### config.mk
export PLATFORM = sky130hd
export DESIGN_NAME = seg7_scan_driver
export DESIGN_NICKNAME = d
export VERILOG_FILES = /design/src/rtl/seg7_scan_driver.sv
export SDC_FILE = /design/constraint.sdc
export NUM_CORES = 1
export LEC_CHECK = 0
export CAP_MARGIN = 20
export CORE_MARGIN = 4
export CORE_UTILIZATION = 62
export DETAILED_ROUTE_END_ITERATION = 16
export DONT_BUFFER_PORTS = 1
export GPL_TIMING_DRIVEN = 0
export PLACE_DENSITY = 0.81
export SETUP_SLACK_MARGIN = 0.3
export SYNTH_ARGS = -nofsm -noshare
export SYNTH_HDL_FRONTEND = slang
export SYNTH_SLANG_ARGS = --single-unit
### constraint.sdc
create_clock -name clk -period 2.51 [get_ports clk]
set_input_delay 0.753 -clock clk [delete_from_list [all_inputs] [get_ports clk]]
set_output_delay 0.753 -clock clk [all_outputs]
set_load 0.02 [all_outputs]
### src/rtl/seg7_scan_driver.sv
// Multiplexed hex seven-segment driver: scans DIGITS nibbles onto one segment bus
// with per-digit decimal points, leading-zero blanking, frame-synchronous update,
// a blank cycle at the start of every slot and configurable output polarity.
module seg7_scan_driver #(
    parameter int unsigned DIGITS          = 4,
    parameter int unsigned SCAN_DIV        = 50000,
    parameter bit          SEG_ACTIVE_HIGH = 1'b1,
    parameter bit          SEL_ACTIVE_HIGH = 1'b1
) (
    input  logic                  clk,
    input  logic                  rst,
    input  logic [4*DIGITS-1:0]   data,
    input  logic [DIGITS-1:0]     dp_in,
    input  logic                  load,
    input  logic                  en,
    input  logic                  blank_lz,
    output logic [6:0]            seg,
    output logic                  dp,
    output logic [DIGITS-1:0]     sel,
    output logic                  frame_done
);

    localparam int unsigned DATA_W = 4 * DIGITS;
    localparam int unsigned CNT_W  = (SCAN_DIV > 1) ? $clog2(SCAN_DIV) : 1;
    localparam int unsigned IDX_W  = (DIGITS > 1) ? $clog2(DIGITS) : 1;

    localparam logic [CNT_W-1:0]  CNT_LAST = CNT_W'(SCAN_DIV - 1);
    localparam logic [IDX_W-1:0]  IDX_LAST = IDX_W'(DIGITS - 1);
    localparam logic [6:0]        SEG_OFF  = SEG_ACTIVE_HIGH ? 7'b0000000 : 7'b1111111;
    localparam logic              DP_OFF   = ~SEG_ACTIVE_HIGH;
    localparam logic [DIGITS-1:0] SEL_OFF  = SEL_ACTIVE_HIGH ? '0 : '1;

    logic [CNT_W-1:0]  cnt;
    logic [IDX_W-1:0]  idx;
    logic [DATA_W-1:0] disp_data;
    logic [DIGITS-1:0] disp_dp;
    logic [DATA_W-1:0] pend_data;
    logic [DIGITS-1:0] pend_dp;
    logic              pend_v;

    logic              slot_end_c;
    logic              boundary_c;
    logic [DIGITS-1:0] lz_mask_c;
    logic              zero_above_c;
    logic [3:0]        cur_nib_c;
    logic              cur_dp_c;
    logic              cur_lz_c;
    logic [6:0]        seg_lit_c;
    logic [DIGITS-1:0] sel_hot_c;

    // Hex nibble to active-high {g,f,e,d,c,b,a} pattern.
    function automatic logic [6:0] hex_to_seg(input logic [3:0] v);
        hex_to_seg = 7'b0000000;
        case (v)
            4'h0: hex_to_seg = 7'b0111111;
            4'h1: hex_to_seg = 7'b0000110;
            4'h2: hex_to_seg = 7'b1011011;
            4'h3: hex_to_seg = 7'b1001111;
            4'h4: hex_to_seg = 7'b1100110;
            4'h5: hex_to_seg = 7'b1101101;
            4'h6: hex_to_seg = 7'b1111101;
            4'h7: hex_to_seg = 7'b0000111;
            4'h8: hex_to_seg = 7'b1111111;
            4'h9: hex_to_seg = 7'b1101111;
            4'hA: hex_to_seg = 7'b1110111;
            4'hB: hex_to_seg = 7'b1111100;
            4'hC: hex_to_seg = 7'b0111001;
            4'hD: hex_to_seg = 7'b1011110;
            4'hE: hex_to_seg = 7'b1111001;
            4'hF: hex_to_seg = 7'b1110001;
            default: hex_to_seg = 7'b0000000;
        endcase
    endfunction

    assign slot_end_c = en && (cnt == CNT_LAST);
    assign boundary_c = slot_end_c && (idx == IDX_LAST);
    assign sel_hot_c  = DIGITS'(1) << idx;

    // Mark digits that sit above the most significant non-zero nibble; digit 0 never qualifies.
    always_comb begin
        lz_mask_c    = '0;
        zero_above_c = 1'b1;
        for (int k = int'(DIGITS) - 1; k >= 1; k--) begin
            zero_above_c = zero_above_c && (disp_data[4*k +: 4] == 4'h0);
            lz_mask_c[k] = zero_above_c;
        end
    end

    // Pick the nibble, decimal point and blanking flag of the digit being scanned.
    always_comb begin
        cur_nib_c = 4'h0;
        cur_dp_c  = 1'b0;
        cur_lz_c  = 1'b0;
        for (int unsigned k = 0; k < DIGITS; k++) begin
            if (idx == IDX_W'(k)) begin
                cur_nib_c = disp_data[4*k +: 4];
                cur_dp_c  = disp_dp[k];
                cur_lz_c  = lz_mask_c[k];
            end
        end
        seg_lit_c = (blank_lz && cur_lz_c) ? 7'b0000000 : hex_to_seg(cur_nib_c);
    end

    // Slot counter and digit index; frame_done marks the edge after the last slot of a frame.
    always_ff @(posedge clk) begin
        if (rst) begin
            cnt        <= '0;
            idx        <= '0;
            frame_done <= 1'b0;
        end else begin
            frame_done <= boundary_c;
            if (en) begin
                if (cnt == CNT_LAST) begin
                    cnt <= '0;
                    idx <= (idx == IDX_LAST) ? '0 : idx + IDX_W'(1);
                end else begin
                    cnt <= cnt + CNT_W'(1);
                end
            end
        end
    end

    // Pending capture and frame-synchronous transfer to the displayed value.
    always_ff @(posedge clk) begin
        if (rst) begin
            disp_data <= '0;
            disp_dp   <= '0;
            pend_data <= '0;
            pend_dp   <= '0;
            pend_v    <= 1'b0;
        end else begin
            if (boundary_c && pend_v) begin
                disp_data <= pend_data;
                disp_dp   <= pend_dp;
                pend_v    <= 1'b0;
            end
            // A load in the boundary cycle re-arms pending after the old value moved across.
            if (load) begin
                pend_data <= data;
                pend_dp   <= dp_in;
                pend_v    <= 1'b1;
            end
        end
    end

    // Registered pin drive: inactive in reset, while disabled and in each slot's blank cycle.
    always_ff @(posedge clk) begin
        if (rst || !en || (cnt == '0)) begin
            sel <= SEL_OFF;
            seg <= SEG_OFF;
            dp  <= DP_OFF;
        end else begin
            sel <= SEL_ACTIVE_HIGH ? sel_hot_c : ~sel_hot_c;
            seg <= SEG_ACTIVE_HIGH ? seg_lit_c : ~seg_lit_c;
            dp  <= SEG_ACTIVE_HIGH ? cur_dp_c : ~cur_dp_c;
        end
    end

endmodule

==> out/qor.yml <==
grt_pass1_wl_mm: 11.0
num_vias: 2536
overflow: 0
hold_viol_final: 0
ant_nets: 0
path_clk_slew_ns: 0.08
avgSynthCellArea_um2: 8.68
critPathMaxFanout: 7
htree_levels: 3
setup_viol: 0
area_growth_pct: 16.5
hpwl_mm: 4.42
tightest_slew_ns: 0.696
syn-instance-count: 362
max_freq_mhz: 456
synthTopCellsByArea: "dfxtp_1 46%, nand2_1 8.0%, mux2i_1 7.6%, nor2_1 5.6%, ha_1 5.2%"
clk_path_buf_depth: 2
detail_route.wl_per_cell_um: 15.3
die_h_um: 79.2
maxCapViolCount: 0
rows: 25
io_buffers: 0
setup_ws_ns: 0.318
period_share: 0.873
pin_count: 38
crit_path_top_delay_cell: "dfxtp_4"
crit_path_end_kind: "flip-flop"
path_cells: "inv_1 -> ha_4 -> nand2_1 -> o211ai_1 -> o211ai_1 -> buf_4 -> ha_1 -> nand2_1 -> o21ai_0 -> a211oi_1"
p_per_area_nw_per_um2: 679
synth-edff-count: 0
drtIter0Drc: 168
finalSetupTns_ns: 0
viasPerCell: 5.60
synth_area_leader_cell: "dfxtp_1"
grt_use_total: 0.226
start_util: 0.652
diodes: 0
drv_slew: 0
slew-limit-headroom: 0.536
antenna_found_initial: 0
core_area_um2: 4820
critPathLaunchType: "flip-flop"
synth.net_count: 400
place_ws_ns: -0.165
num-nets-final: 419
slowest_delay_ns: 0.38
yosysWarnings: 0
ys_ff_latch: 72
die_w_um: 79.2
fin_util: 0.759
status: "complete, no violations"
seq_area_frac_synth: 0.459
drc_errors: 0
synth_cell_type_count: 39
p_total_mw: 2.48
grt_max_degree: 14
synth_area_um2: 3140
hold_class: "flip-flop to flip-flop"
clock-sinks: 72
rsz0062_at_grt: "yes"
synth-async-reset-ratio: 0
critPathArrivalTime_ns: 2.46
cts_tree: "built"
grt_pass1_vias: 2370
drive_gt1_frac: 0.140
worstPathRequired_ns: 2.78
fin_crit_ns: 2.19
peakVddDrop_v: 0.000464
die_area_um2: 6270
skew_ns: 0.00953
routed_wl_mm: 6.95
ys.flop_type: "dfxtp_1"
drtPass1Iterations: 5
cts-root-buf: "clkbuf_8"
synth_top_area_frac: 0.459
leakagePower_nw: 1.44
cts_buffers: 9
clk_latency_ns: 0.35
gp_congestion: 0.954
worst-setup-path-type: "flip-flop to flip-flop"
-- registers in the layout, indices dropped and copies added, names as in the netlist --
signal and flops:
cnt 16, disp_data 16, pend_data 16, seg 7
disp_dp 4, pend_dp 4, sel 4, idx 2
dp 1, frame_done 1, pend_v 1
-- kinds of logic (layout without fill, tap and decap cells) --
kind of cell	Yosys count	count (layout)	share of synthesized area
buffers and inverters	29	53	0.0402
flip-flops	72	72	0.459
AO/OA/AOI/OAI	45	45	0.0900
adder cells (fa/ha/maj)	13	13	0.0518
XOR/XNOR	16	16	0.0446
multiplexers	24	24	0.0765
AND/OR/NAND/NOR	163	163	0.238
-- final timing paths --
check	slack (ns)	endpoint	cells past startpoint	startpoint
worst min register to register	0.46	disp_dp[2]$_SDFFE_PP0P_	2	pend_dp[2]$_SDFFE_PP0P_
worst max register to register	0.32	seg[4]$_SDFF_PP0_	10	idx[0]$_SDFFE_PP0N_
worst min-delay path	0.46	disp_dp[2]$_SDFFE_PP0P_	2	pend_dp[2]$_SDFFE_PP0P_
worst max-delay path	0.32	seg[4]$_SDFF_PP0_	10	idx[0]$_SDFFE_PP0N_
-- metrics by stage --
step,cells,hold WS (ns),instance area (um^2)
global placement,429,0.445,3230
global route,453,0.479,3660
detailed placement,429,0.452,3230
floorplan,362,0.427,3150
finish,453,0.459,3660
CTS,448,0.459,3550
-- critical path, delay by kind of cell, from the launching register on --
kind	cells	cell delay, ns
compound gates	4	0.73
fa+ha+maj	2	0.45
buf+inv	2	0.40
flops	1	0.38
simple gates	2	0.14
-- where the power goes --
group          leakage, nW  total [mW]  internal (mW)  switching (mW)
sequential           0.587        1.20           1.17          0.0255
combinational        0.732      0.0875         0.0380          0.0495
clock                0.126        1.20          0.761           0.437
total                 1.44        2.48           1.97           0.512
-- metal layers --
metal	part of all wire	wire length, um	up-vias	GRT usage
li1	-	-	1257	-
met1	0.43	3010	1167	0.271
met2	0.48	3370	96	0.359
met3	0.061	421	16	0.0760
met4	0.022	151	0	0.117
met5	0	0	-	0
-- final cells by class --
cell class | count | area, um^2
buffer | 21 | 106
clock inverter | 7 | 144
tap | 67 | 83.8
clock buffer | 9 | 124
sequential | 72 | 1450
multi-input combinational | 261 | 1660
fill | 359 | 1160
inverter | 8 | 30.0
timing repair buffer | 8 | 60.1
-- cells in the mapped netlist (2+ instances only) --
| cell type | number |
|---|---|
| dfxtp_1 | 72 |
| nand2_1 | 67 |
| nor2_1 | 47 |
| a21oi_1 | 26 |
| mux2i_1 | 24 |
| ha_1 | 13 |
| xor2_1 | 13 |
| clkbuf_1 | 11 |
| inv_1 | 8 |
| nand3_1 | 6 |
| nand4_1 | 6 |
| nor4_1 | 6 |
| nand3b_1 | 5 |
| nor3_1 | 5 |
| buf_2 | 4 |
| nor2b_1 | 4 |
| o211ai_1 | 4 |
| a211oi_1 | 3 |
| buf_4 | 3 |
| nand2b_1 | 3 |
| nor3b_1 | 3 |
| o21ai_0 | 3 |
| or3_1 | 3 |
| xnor2_1 | 3 |
| a311o_1 | 2 |
| a311oi_1 | 2 |
| and4_1 | 2 |
| buf_1 | 2 |
| or2_2 | 2 |
-- layout by cell type (no fill, tap or decap), types with 5 or more instances in the layout --
cell type  instances
nand4_1            6
nand2_1           67
nor4_1             6
nor2_1            46
inv_1              7
buf_4             11
nor3_1             5
dfxtp_1           69
xor2_1            13
ha_1               9
clkbuf_8           9
a21oi_1           26
mux2i_1           24
nand3_1            6
nand3b_1           5
clkbuf_1           8
-- what timing repair did --
action                     CTS  global route
pin swaps                    2             4
setup endpoints to repair    7            16
gates resized for setup      8            20
hold buffers                 0             0
gates cloned                 0             0
buffers inserted             3             5
No activity file was read; power rests on OpenSTA's default activity.
